<file path="config.mk">
export PLATFORM = sky130hd
export DESIGN_NAME = fadd_accumulator
export DESIGN_NICKNAME = d
export VERILOG_FILES = /design/src/rtl/fadd_accum_pkg.sv /design/src/rtl/fadd.sv /design/src/rtl/fp_add_fixup.sv /design/src/rtl/fadd_accumulator.sv
export SDC_FILE = /design/constraint.sdc
export NUM_CORES = 1
export LEC_CHECK = 0
export CELL_PAD_IN_SITES_DETAIL_PLACEMENT = 0
export CELL_PAD_IN_SITES_GLOBAL_PLACEMENT = 1
export CORE_UTILIZATION = 42
export CTS_CLUSTER_DIAMETER = 150
export DETAILED_ROUTE_END_ITERATION = 6
export GPL_ROUTABILITY_DRIVEN = 0
export HOLD_SLACK_MARGIN = 0.1
export PLACE_DENSITY_LB_ADDON = 0.1
export SLEW_MARGIN = 20
export SYNTH_ARGS = -nofsm -noshare
export SYNTH_HDL_FRONTEND = slang
export SYNTH_SLANG_ARGS = --single-unit
</file>
<file path="constraint.sdc">
create_clock -name clk -period 16.65 [get_ports clk]
set_clock_uncertainty 0.1 [all_clocks]
set_input_delay 4.995 -clock clk [delete_from_list [all_inputs] [get_ports clk]]
set_output_delay 4.995 -clock clk [all_outputs]
set_load 0.1 [all_outputs]
</file>
<file path="src/rtl/fadd_accum_pkg.sv">
// Shared types, constants and operand classification for the fadd accumulator.
package fadd_accum_pkg;

    typedef enum logic [1:0] {IDLE, ACCEPT, ADD, DONE} state_e;

    typedef enum logic [1:0] {FP_ZERO, FP_NORMAL, FP_INF, FP_NAN} fp_class_e;

    localparam logic [7:0]  EXP_MAX  = 8'hFF;
    localparam logic [31:0] QNAN     = 32'h7FC0_0000;
    localparam logic [31:0] POS_INF  = 32'h7F80_0000;
    localparam logic [31:0] NEG_INF  = 32'hFF80_0000;
    localparam logic [31:0] POS_ZERO = 32'h0000_0000;
    localparam logic [31:0] NEG_ZERO = 32'h8000_0000;

    // Exponent 0 is reported as zero, so denormals classify as zero.
    function automatic fp_class_e fp_classify(input logic [31:0] x);
        fp_class_e c;
        if (x[30:23] == 8'h00) begin
            c = FP_ZERO;
        end else if (x[30:23] == EXP_MAX) begin
            c = (x[22:0] == 23'h0) ? FP_INF : FP_NAN;
        end else begin
            c = FP_NORMAL;
        end
        return c;
    endfunction

endpackage

</file>
<file path="src/rtl/fadd.sv">
// Combinational binary32 adder for normal operands, round-to-nearest-even.
module fadd (
    input  logic [31:0] a,
    input  logic [31:0] b,
    output logic [31:0] y,
    output logic        ovf
);

    logic [31:0] big, sml;
    logic [7:0]  d;
    logic [26:0] m_big, m_sml, m_sh, nrm;
    logic        sticky, rnd_up;
    logic [27:0] sum;
    logic [9:0]  e;
    logic [4:0]  lz;
    logic [24:0] m_rnd;

    always_comb begin
        if (b[30:0] > a[30:0]) begin
            big = b;
            sml = a;
        end else begin
            big = a;
            sml = b;
        end
        d     = big[30:23] - sml[30:23];
        m_big = {1'b1, big[22:0], 3'b000};
        m_sml = {1'b1, sml[22:0], 3'b000};
        if (d > 8'd26) begin
            m_sh   = '0;
            sticky = 1'b1;
        end else begin
            m_sh   = m_sml >> d;
            sticky = |(m_sml & ((27'd1 << d) - 27'd1));
        end
        m_sh[0] = m_sh[0] | sticky;

        if (big[31] == sml[31]) sum = {1'b0, m_big} + {1'b0, m_sh};
        else                    sum = {1'b0, m_big} - {1'b0, m_sh};

        e  = {2'b00, big[30:23]};
        lz = 5'd27;
        for (int i = 0; i < 27; i++) begin
            if (sum[i]) lz = 5'(26 - i);
        end
        if (sum[27]) begin
            nrm = {sum[27:2], sum[1] | sum[0]};
            e   = e + 10'd1;
        end else if ({5'b0, lz} >= e) begin
            nrm = '0;
            e   = '0;
        end else begin
            nrm = sum[26:0] << lz;
            e   = e - {5'b0, lz};
        end

        rnd_up = nrm[2] & (nrm[1] | nrm[0] | nrm[3]);
        m_rnd  = {1'b0, nrm[26:3]} + {24'b0, rnd_up};
        if (m_rnd[24]) e = e + 10'd1;

        ovf = (e >= 10'd255);
        if (ovf)             y = {big[31], 8'hFF, 23'b0};
        else if (e == 10'd0) y = {big[31], 31'b0};
        else                 y = {big[31], e[7:0], m_rnd[24] ? m_rnd[23:1] : m_rnd[22:0]};
    end

endmodule

</file>
<file path="src/rtl/fp_add_fixup.sv">
// Resolves special operands and range errors around the raw adder result.
module fp_add_fixup
    import fadd_accum_pkg::*;
(
    input  logic [31:0] a,
    input  logic [31:0] b,
    input  logic [31:0] core_y,
    output logic [31:0] y,
    output logic        ovf
);

    logic [31:0] af, bf;
    fp_class_e   ca, cb;
    logic [8:0]  ea, eb, er, emax;

    always_comb begin
        af   = (a[30:23] == 8'h00) ? {a[31], 31'b0} : a;
        bf   = (b[30:23] == 8'h00) ? {b[31], 31'b0} : b;
        ca   = fp_classify(af);
        cb   = fp_classify(bf);
        ea   = {1'b0, af[30:23]};
        eb   = {1'b0, bf[30:23]};
        er   = {1'b0, core_y[30:23]};
        emax = (ea > eb) ? ea : eb;
        y    = core_y;
        ovf  = 1'b0;

        if (ca == FP_NAN || cb == FP_NAN ||
            (ca == FP_INF && cb == FP_INF && af[31] != bf[31])) begin
            y = QNAN;
        end else if (ca == FP_INF) begin
            y = af;
        end else if (cb == FP_INF) begin
            y = bf;
        end else if (ca == FP_ZERO && cb == FP_ZERO) begin
            y = (af[31] && bf[31]) ? NEG_ZERO : POS_ZERO;
        end else if (ca == FP_ZERO) begin
            y = bf;
        end else if (cb == FP_ZERO) begin
            y = af;
        end else if (af[30:0] == bf[30:0] && af[31] != bf[31]) begin
            y = POS_ZERO;
        end else if (er == 9'h0FF || (emax == 9'h0FE && er < 9'h080)) begin
            // Second term catches a core whose exponent wrapped past 0xFF.
            y   = core_y[31] ? NEG_INF : POS_INF;
            ovf = 1'b1;
        end else if (er > emax + 9'd1 || er == 9'h000) begin
            y = POS_ZERO;
        end
    end

endmodule

</file>
<file path="src/rtl/fadd_accumulator.sv">
// Job-based binary32 sum: start/len command, operand stream, one result per job.
module fadd_accumulator
    import fadd_accum_pkg::*;
#(
    parameter int unsigned LEN_W = 16
) (
    input  logic             clk,
    input  logic             rst,
    input  logic             start,
    input  logic [LEN_W-1:0] len,
    input  logic             in_valid,
    output logic             in_ready,
    input  logic [31:0]      in_data,
    output logic             out_valid,
    input  logic             out_ready,
    output logic [31:0]      out_data,
    output logic             out_ovf,
    output logic             busy
);

    state_e           state_q, state_d;
    logic [31:0]      acc_q, acc_d, op_q, op_d, out_data_q, out_data_d;
    logic [LEN_W-1:0] cnt_q, cnt_d;
    logic             ovf_q, ovf_d;
    logic             in_ready_q, in_ready_d, out_valid_q, out_valid_d;
    logic             out_ovf_q, out_ovf_d, busy_q, busy_d;
    logic [31:0]      core_y, fix_y;
    logic             fix_ovf, unused_core_ovf;

    fadd u_fadd (
        .a   (acc_q),
        .b   (op_q),
        .y   (core_y),
        .ovf (unused_core_ovf)
    );

    fp_add_fixup u_fixup (
        .a      (acc_q),
        .b      (op_q),
        .core_y (core_y),
        .y      (fix_y),
        .ovf    (fix_ovf)
    );

    always_comb begin
        state_d = state_q;
        acc_d   = acc_q;
        op_d    = op_q;
        cnt_d   = cnt_q;
        ovf_d   = ovf_q;
        unique case (state_q)
            IDLE: begin
                if (start) begin
                    cnt_d   = len;
                    acc_d   = POS_ZERO;
                    ovf_d   = 1'b0;
                    state_d = (len == '0) ? DONE : ACCEPT;
                end
            end
            ACCEPT: begin
                if (in_valid && in_ready_q) begin
                    op_d    = in_data;
                    state_d = ADD;
                end
            end
            ADD: begin
                acc_d   = fix_y;
                ovf_d   = ovf_q | fix_ovf;
                cnt_d   = cnt_q - LEN_W'(1);
                state_d = (cnt_q == LEN_W'(1)) ? DONE : ACCEPT;
            end
            DONE: begin
                if (out_ready) state_d = IDLE;
            end
            default: state_d = IDLE;
        endcase

        // Outputs are registered from the next state so they line up with it.
        in_ready_d  = (state_d == ACCEPT);
        out_valid_d = (state_d == DONE);
        busy_d      = (state_d != IDLE);
        out_data_d  = (state_d == DONE) ? acc_d : 32'h0;
        out_ovf_d   = (state_d == DONE) ? ovf_d : 1'b0;
    end

    always_ff @(posedge clk or posedge rst) begin
        if (rst) begin
            state_q     <= IDLE;
            acc_q       <= 32'h0;
            op_q        <= 32'h0;
            cnt_q       <= '0;
            ovf_q       <= 1'b0;
            in_ready_q  <= 1'b0;
            out_valid_q <= 1'b0;
            out_data_q  <= 32'h0;
            out_ovf_q   <= 1'b0;
            busy_q      <= 1'b0;
        end else begin
            state_q     <= state_d;
            acc_q       <= acc_d;
            op_q        <= op_d;
            cnt_q       <= cnt_d;
            ovf_q       <= ovf_d;
            in_ready_q  <= in_ready_d;
            out_valid_q <= out_valid_d;
            out_data_q  <= out_data_d;
            out_ovf_q   <= out_ovf_d;
            busy_q      <= busy_d;
        end
    end

    assign in_ready  = in_ready_q;
    assign out_valid = out_valid_q;
    assign out_data  = out_data_q;
    assign out_ovf   = out_ovf_q;
    assign busy      = busy_q;

endmodule

</file>
-- Word-level counts from Yosys, hierarchy flattened
Cells that the tools add are included.
- ROM bits: 0
- bits in writable memories: 0
- output and inout port bits: 36
- register bits after elaboration: 119
- bits in latches: 0
- word-level logic and storage cells: 165
- memories kept: 0
- input bits: 53
- equality and inequality tests: 18
- order comparisons: 7
- mux-type cells: 82
- add/sub/neg operators: 10
- multiply operators: 0
- reductions and logical operators: 28
- divide/modulo/power cells: 0
- shift operators: 3
- bitwise operators: 7
- operators by type and width (operator ; count):
    2-to-1 mux 32 bit ; 15
    2-to-1 mux 31 bit ; 4
    2-to-1 mux 27 bit ; 3
    2-to-1 mux 5 bit ; 16
    one-hot mux 32 bit (2 select lines) ; 1
    zero test 23 bit ; 2
    zero test 8 bit ; 5
    2-to-1 mux 4 bit ; 8
    one-hot mux 16 bit (2 select lines) ; 1
    equality test 31 bit ; 1
    > comparator 31 bit ; 1
    2-to-1 mux 10 bit ; 3
    adder 27 x 27 -> 28 bit ; 1
    2-to-1 mux 28 bit ; 1
    subtractor 27 x 27 -> 28 bit ; 1
    bitwise AND 27 bit ; 1
    OR reduction 27 bit ; 1
    left shift 1 x 8 -> 27 bit, first input constant ; 1
    left shift 27 x 5 -> 27 bit ; 1
    >> shifter 27 x 8 -> 27 bit ; 1
    subtractor 27 x 1 -> 27 bit, second input constant ; 1
    adder 24 x 1 -> 25 bit ; 1
    equality test 8 bit, second input constant ; 3
    2-to-1 mux 23 bit ; 1
    other kinds (34) ; 81

-- Logic depth before layout (Yosys ltp)
Gate-level depths: netlist of run 1.
- depth in word-level cells: 63
- depth in mapped cells: 85
- depth with buffers taken out: 73

-- By module
Synthesis of run 1 repeated with hierarchy kept, for this count alone.
- cells, all modules: 2690
- area, all modules: 19416.1 µm²
- by module, submodules not included (module ; instances ; cells an instance ; area each (µm²) ; seq. area each (µm²)):
    fadd ; 1 ; 1884 ; 11836.4 ; 0.0
    fadd_accumulator ; 1 ; 385 ; 4785.8 ; 2977.9
    fp_add_fixup ; 1 ; 421 ; 2793.9 ; 0.0

-- Worst setup path before layout of run 1
OpenSTA, ideal clock, no wires.
- kind: reg-to-reg
- start: register acc_q[27]
- end: register out_data_q[23] (netlist: out_data[23])
- setup time: 0.101 ns
- data required time: 16.449 ns
- cell stages (with the launch flop): 79
- setup slack: 0.821 ns
- path buffers: 14
- arrival time: 15.629 ns
- period minus slack after synthesis: 15.829 ns
- cells stage by stage: dfrtp_1 > clkbuf_1 > inv_1 > ha_1 > buf_6 > and4_1 > and3_1 > and3_1 > a21o_1 > a21oi_2 > buf_6 > o21a_1 > ha_1 > buf_1 > nor2_1 > o21ai_0 > o311ai_2 > nor2_2 > (+43 left out) > or3_1 > clkbuf_1 > clkbuf_1 > mux2_2 > or3_1 > ha_1 > nand4_1 > nand4b_1 > or4_1 > nand3_1 > nand2_1 > o211a_1 > a21oi_2 > and2_1 > buf_4 > o21bai_2 > buf_4 > o32ai_1
- longest elaborated chain between the ends: 62
- elaborated cells between the ends (all ways): 103
- classes of those cells: add/sub (9); order compare (7); eq/ne (7); shift (3); mux (55); bitwise (6); reduce/logical (16)
- ends and longest elaborated chain (element ; RTL line ; text):
    start: declaration ; fadd_accumulator.sv:22 ; logic [31:0] acc_q, acc_d, op_q, op_d, out_data_q, out_data_d;
    start signal: assignment ; fadd_accumulator.sv:89 ; acc_q <= 32'h0;
    start signal: assignment ; fadd_accumulator.sv:100 ; acc_q <= acc_d;
    parallel branches: the longest is 59 deep, another holds > comparator 31 bit ; - ;
    2-to-1 mux 32 bit (*) ; fp_add_fixup.sv:28 ; if (ca == FP_NAN || cb == FP_NAN ||
    one-hot mux 32 bit (2 select lines) (*) ; fadd_accumulator.sv:51 ; unique case (state_q)
    2-to-1 mux 32 bit (*) ; fadd_accumulator.sv:82 ; out_data_d = (state_d == DONE) ? acc_d : 32'h0;
    named net out_data_d[23] ; fadd_accumulator.sv:22 ;
    end signal: assignment ; fadd_accumulator.sv:106 ; out_data_q <= out_data_d;
    end: declaration ; fadd_accumulator.sv:22 ;
Mark *: on every way through the listed nets, which the timed path passes.
A chain may end at the register's enable or synchronous reset.

-- Final worst setup path of run 1
- start: register acc_q[20]
- end: register acc_q[24]
- longest elaborated chain between the ends: 61
- elaborated cells between the ends (all ways): 95
- classes of those cells: add/sub (8); order compare (6); eq/ne (5); shift (3); mux (53); bitwise (6); reduce/logical (14)
- ends and longest elaborated chain (element ; RTL line):
    parallel branches: the longest is 59 deep, another holds > comparator 31 bit ; -
    2-to-1 mux 32 bit (*) ; fp_add_fixup.sv:28
    one-hot mux 32 bit (2 select lines) (*) ; fadd_accumulator.sv:51
    named net acc_d[24] ; fadd_accumulator.sv:22
Marks and branches as above.

==> qor.tcl, run 1 <==
set qor(status) {finished, final reports clean}
set qor(synth_nets) 2774
set qor(cp-start-kind) {flop}
set qor(routed_wl_um) 86100
set qor(drt_first_pass_iters) 6
set qor(min-delay-path-class) {flop to flop}
set qor(r2r.worst_path.cells) 70
set qor(die_area_mm2) 0.0452
set qor(setup.reg_to_reg.worst_slack_ns) 0.67
set qor(routed-via-count) 22700
set qor(cts.path.max_buffers) 2
set qor(global_route.usage.total_pct) 37.4
set qor(synth.top_cells.by_area) {dfrtp_1, ha_1, nand2_1, a21oi_1, o21ai_0}
set qor(place_hpwl_um) 66700
set qor(synth_cell_type_count) 109
set qor(seq_total_area_yosys_pct) 16.0
set qor(slowest_stage) {or4b_4}
set qor(drive_gt1_share_pct) 14.1
set qor(least_margin_pin_slew_ns) 1.13
set qor(numClockSinks) 119
set qor(routedWlPerCell_um) 26.0
set qor(cts-root-buf) {clkbuf_16}
set qor(crit_path_max_fanout) 12
set qor(rows) 76
set qor(largest_stage_delay_worst_path_ns) 0.60
set qor(synthToLayoutAreaGrowth_pct) 16.8
set qor(final_min_period_over_clock_period_pct) 96.0
set qor(clock_latency_at_the_later_pin_of_the_worst_skew_pair_ns) 0.47
set qor(initial_utilization_pct) 42.9
set qor(path_class) {flop to flop}
set qor(grt_max_degree) 71
set qor(chipWidth_um) 213
set qor(synth.cell_area_mm2) 0.0186
set qor(dieHeight_um) 213
set qor(hold_path.startpoint) {ovf_q}
set qor(hold_violations) 0
set qor(drc_errors) 0
set qor(met1_length_um) 34300
set qor(drv_slew) 0
set qor(route.top_layer_used) {met4}
set qor(clkTransAtPathRegs_ns) 0.06
set qor(h-tree-depth) 4
set qor(synth-seq-cells) 119
set qor(cts-buffers-inserted) 17
set qor(crit_arrival_ns) 16.20
set qor(synth_enable_flop_cells) 0
set qor(postLayoutCoreUtil_pct) 50.2
set qor(finalSetupViolCount) 0
set qor(yosys_most_used_dff) {dfrtp_1}
set qor(cts_hold_buffers) 0
set qor(critical_path.endpoint_type) {flop}
set qor(buffer_ports.inserted) 88
set qor(synth_top_area_share_pct) 16.0
set qor(r2r_end) {acc_q[24]}
set qor(syn_warnings) 0
set qor(finalWorstPathRequiredPeriod_ns) 15.98
set qor(max_freq_mhz) 62.6
set qor(core_mm2) 0.0434
set qor(post-synth-top-area-cell) {dfrtp_1}
set qor(num_antenna_cells) 0
set qor(critical_path_s_most_frequent_cell) {a21oi_1}
set qor(regToRegStartpoint) {acc_q[20]}
set qor(critical_path_required_ns) 16.87
set qor(wl_met2_um) 38500
set qor(async_reset_ff_share_pct) 100
set qor(cts_tree) {yes}
set qor(hold_depth) 2
set qor(nets) 2870
set qor(drt-vias-per-instance) 6.85
set qor(timing.hold.worst_endpoint) {ovf_q}
set qor(syn-instance-count) 2614
set qor(pin_count) 89
set qor(via_count_of_the_first_global_routing_pass) 20900
set qor(dr.first_iter.drc_count) 2917
set qor(drtAntennaViolNets) 0
set qor(met3_length_um) 8870
set qor(antenna_found_initial) 0
set qor(first_pass_grt_wire_length_um) 128000
set qor(maxCapViolations) 0
set qor(synthesis.area_per_instance_um2) 7.12
set qor(gr-total-overflow) 0
set qor(max_slew_margin_pct) 23.7
flip-flops by register name, indices dropped and copies added (netlist names):
name,cells
cnt_q,16
op_q,32
out_data,32
acc_q,32
out_valid,1
busy,1
state_q,2
in_ready,1
ovf_q,1
out_ovf,1
stage by stage:
step | TNS, ns | cell area, um^2 | worst slack [ns] | cells | hold slack [ns]
6_report | 0 | 21700 | 0.669 | 3308 | 0.423
5_1_grt | -1.99 | 21700 | -0.213 | 3308 | 0.464
4_1_cts | 0 | 21200 | 0.0117 | 3280 | 0.409
3_5_place_dp | -8.90 | 20600 | -1.05 | 3247 | 0.388
3_3_place_gp | -1.44 | 20500 | -0.780 | 3247 | 0.395
2_1_floorplan | 0 | 18600 | 0.821 | 2614 | 0.345
cell families (layout without fill, tap and decap cells):
logic type / after synthesis / in the layout / synth area share [%]
buffers and inverters: 309 / 418 / 6.59
XOR/XNOR: 71 / 71 / 3.46
multiplexers: 141 / 141 / 8.96
AND/OR/NAND/NOR: 968 / 968 / 25.4
flip-flops: 119 / 119 / 16.0
adder cells (fa/ha/maj): 107 / 107 / 7.27
AO/OA/AOI/OAI: 899 / 899 / 32.3
Yosys cell counts (16+ instances only):
cell type,instances
o211ai_1,28
nand2_1,292
nand4_1,48
a21o_1,28
o21a_1,21
or3_1,21
nor3_1,77
buf_2,27
o21bai_1,18
mux2_2,49
a221oi_1,18
o22ai_1,35
nor2_1,215
xnor2_1,45
a22oi_1,18
nand3_1,90
and3_1,31
nor4_1,49
nand2b_1,25
inv_1,127
mux2i_1,74
o21ai_0,194
ha_1,105
o221ai_1,16
o31ai_1,27
clkbuf_1,130
xor2_1,23
a21oi_1,217
and2_1,36
dfrtp_1,119
a31oi_1,30
a211oi_1,43
cell usage in the layout, fill, tap and decap left out, types with 34 or more instances in the layout:
master / n
nor2_1: 213
o21ai_0: 188
a211oi_1: 39
nand3_1: 89
mux2_2: 49
clkdlybuf4s50_1: 88
inv_1: 126
nor3_1: 71
xnor2_1: 44
buf_4: 161
o22ai_1: 34
a21oi_1: 213
nor4_1: 47
dfrtp_1: 115
and2_1: 35
nand4_1: 48
ha_1: 101
nand2_1: 287
mux2i_1: 74
per-layer routing:
metal / up-vias / global-route usage, %
met5: - / 0
met4: 0 / 18.8
met3: 325 / 6.94
met2: 1556 / 59.2
met1: 10800 / 48.5
li1: 10000 / -
layout make-up:
class,count,area (um^2)
timing repair buffer,252,2150
fill,4402,21600
multi-input combinational,2186,14800
sequential,119,2980
clock buffer,18,429
tap,585,732
clock inverter,14,143
inverter,134,505
worst max-delay path, delay by kind of cell (launching register included):
kind	cells	cell delay, ns
AOI/OAI and AO/OA	29	5.85
xor gates and xnor gates	1	0.26
adders and majority gates	5	1.57
buffers and inverters	7	1.09
DFF	1	0.36
muxes	2	0.30
and+or+nand+nor	26	6.27
how the worst max path moves through the flow:
| stage | start | endpoint | slack [ns] | cells after the start |
|---|---|---|---|---|
| 6_report | acc_q[20] | acc_q[24] | 0.67 | 70 |
| 5_1_grt | acc_q[21] | acc_q[24] | -0.21 | 70 |
| 4_1_cts | acc_q[26] | acc_q[24] | 0.01 | 74 |
| 3_5_place_dp | acc_q[8] | acc_q[24] | -1.05 | 71 |
| 3_3_place_gp | acc_q[10] | acc_q[24] | -0.78 | 71 |
| 2_1_floorplan | acc_q[27] | out_data[23] | 0.82 | 78 |
timing repair:
action / in CTS / in global routing
setup buffers: 1 / 27
cloned: 0 / 1
gates resized for setup: 13 / 68
pin swaps: 2 / 21
setup endpoints to repair: 56 / 64
Power of run 1 is left out: the tool's default activity adds up to more than one toggle a clock period on the data nets, which glitch-free logic cannot reach.
==> run 2, diff against run 1 <==
--- a/config.mk
+++ b/config.mk
@@ -7,6 +7,7 @@
 export LEC_CHECK = 0
 export CELL_PAD_IN_SITES_DETAIL_PLACEMENT = 0
 export CELL_PAD_IN_SITES_GLOBAL_PLACEMENT = 1
+export CORE_MARGIN = 4
 export CORE_UTILIZATION = 42
 export CTS_CLUSTER_DIAMETER = 150
 export DETAILED_ROUTE_END_ITERATION = 6
==> constraint.sdc (replaced) <==
create_clock -name clk -period 16.65 [get_ports clk]
set_clock_uncertainty 0.1 [all_clocks]
set_input_delay 4.995 -clock clk [delete_from_list [all_inputs] [get_ports clk]]
set_output_delay 4.995 -clock clk [all_outputs]
set_load 0.05 [all_outputs]
==> run 2 against run 1 <==
Via count increased by 0.24%. First-iteration DRC count increased by 6.4%. Register-to-register slack got worse by 0.12 ns. Maximum frequency decreased by 0.75%. Die area increased by 5.7%. Critical path type unchanged. Global-route usage decreased by 2.5 points. Critical path depth decreased by 1.
==> qor.tcl, run 2 (synthesis gave the netlist of run 1 again) <==
set qor(cts-buffers-inserted) 17
set qor(dr.first_iter.drc_count) 3103
set qor(max_slew_margin_pct) 16.5
set qor(cts.path.max_buffers) 2
set qor(postLayoutCoreUtil_pct) 50.3
set qor(place_hpwl_um) 67900
set qor(path_class) {flop to flop}
set qor(routed-via-count) 22700
set qor(drv_slew) 0
set qor(initial_utilization_pct) 42.8
set qor(post-place-cells) 3255
set qor(gr-total-overflow) 0
set qor(die_area_mm2) 0.0478
set qor(finalSetupViolCount) 0
set qor(h-tree-depth) 4
set qor(hold_violations) 0
set qor(post_layout_instance_count_excluding_filler_cells) 3319
set qor(largest_stage_delay_worst_path_ns) 0.58
set qor(drive_gt1_share_pct) 14.3
set qor(drt-vias-per-instance) 6.85
set qor(final_min_period_over_clock_period_pct) 96.7
set qor(global_route.usage.total_pct) 34.9
set qor(r2r_end) {acc_q[24]}
set qor(least_margin_pin_slew_ns) 1.24
set qor(crit_path_max_fanout) 12
set qor(numClockSinks) 119
set qor(routedWlPerCell_um) 26.3
set qor(first_pass_grt_wire_length_um) 130000
set qor(synthToLayoutAreaGrowth_pct) 17.4
set qor(clock_latency_at_the_later_pin_of_the_worst_skew_pair_ns) 0.45
set qor(antenna_found_initial) 0
set qor(finalWorstPathRequiredPeriod_ns) 16.10
set qor(worst_setup_path_endpoint) {acc_q[24]}
set qor(routed_wl_um) 87200
set qor(grt_max_degree) 75
set qor(critical_path_required_ns) 16.86
set qor(critical_path.endpoint_type) {flop}
set qor(chipWidth_um) 219
set qor(drc_errors) 0
set qor(layout_commonest_cell) {nand2_1}
set qor(pin_count) 89
set qor(cts_tree) {yes}
set qor(cts-root-buf) {clkbuf_16}
set qor(buffer_ports.inserted) 88
set qor(min-delay-path-class) {flop to flop}
set qor(maxCapViolations) 0
set qor(dieHeight_um) 219
set qor(regToRegStartpoint) {acc_q[19]}
set qor(r2r.worst_path.cells) 69
set qor(crit_path_start) {acc_q[19]}
set qor(timing.setup.tns_ns) 0
set qor(rows) 76
set qor(setup.reg_to_reg.worst_slack_ns) 0.55
set qor(drt_first_pass_iters) 6
set qor(cts_hold_buffers) 0
set qor(core_mm2) 0.0435
set qor(drtAntennaViolNets) 0
set qor(crit_arrival_ns) 16.31
set qor(via_count_of_the_first_global_routing_pass) 21100
set qor(slowest_stage) {or4b_4}
set qor(mostFrequentLayoutCells) {nand2_1, a21oi_1, nor2_1}
set qor(status) {finished, final reports clean}
set qor(clkTransAtPathRegs_ns) 0.06
set qor(cp-start-kind) {flop}
set qor(nets) 2880
set qor(max_freq_mhz) 62.1
run 2: critical path: cells and delay by family, from the launching register on:
kind | cells | cell delay (ns)
buffers and inverters | 8 | 1.30
adder cells (fa/ha/maj) | 5 | 1.57
XOR/XNOR | 3 | 0.68
AO/OA/AOI/OAI | 21 | 4.97
AND/OR/NAND/NOR | 31 | 6.74
flip-flops | 1 | 0.36
multiplexers | 1 | 0.21
run 2: how the worst min path moves through the flow:
| stage | start | to | slack [ns] | depth (start not counted) |
|---|---|---|---|---|
| finish | ovf_q | ovf_q | 0.40 | 2 |
| global route | ovf_q | ovf_q | 0.42 | 2 |
| floorplan | ovf_q | ovf_q | 0.35 | 2 |
| global placement | ovf_q | ovf_q | 0.37 | 2 |
| CTS | ovf_q | ovf_q | 0.40 | 2 |
| detailed placement | ovf_q | ovf_q | 0.37 | 2 |
run 2: timing repair:
item | CTS | global route
setup buffers | 0 | 29
gates cloned | 0 | 2
setup endpoints to repair | 23 | 64
resized for setup | 9 | 65
pin swaps | 0 | 21
run 2: layout make-up:
cell class / instances / area (um^2)
fillers: 4350 / 21600
multi-input cells: 2188 / 14800
flip-flops and latches: 119 / 2980
repair buffers: 260 / 2190
well taps: 585 / 732
inverters: 134 / 505
clock buffers: 20 / 467
clock inverters: 12 / 165
diodes: 1 / 2.50
run 2: metal layers:
layer / track usage [%] / wire length [um] / vias to the layer above
li1: - / - / 10100
met3: 6.48 / 8960 / 355
met2: 54.8 / 38000 / 1523
met4: 17.7 / 5550 / 0
met1: 46.1 / 34700 / 10800
met5: 0 / 0 / -
run 2: metrics by stage:
step	setup slack (ns)	area, um^2	hold WS [ns]
CTS	-0.00109	21300	0.403
global route	-0.109	21800	0.419
detailed placement	-0.581	20600	0.375
floorplan	0.821	18600	0.345
global placement	-0.175	20600	0.374
finish	0.548	21900	0.402
Power of run 2 is left out for the same reason.
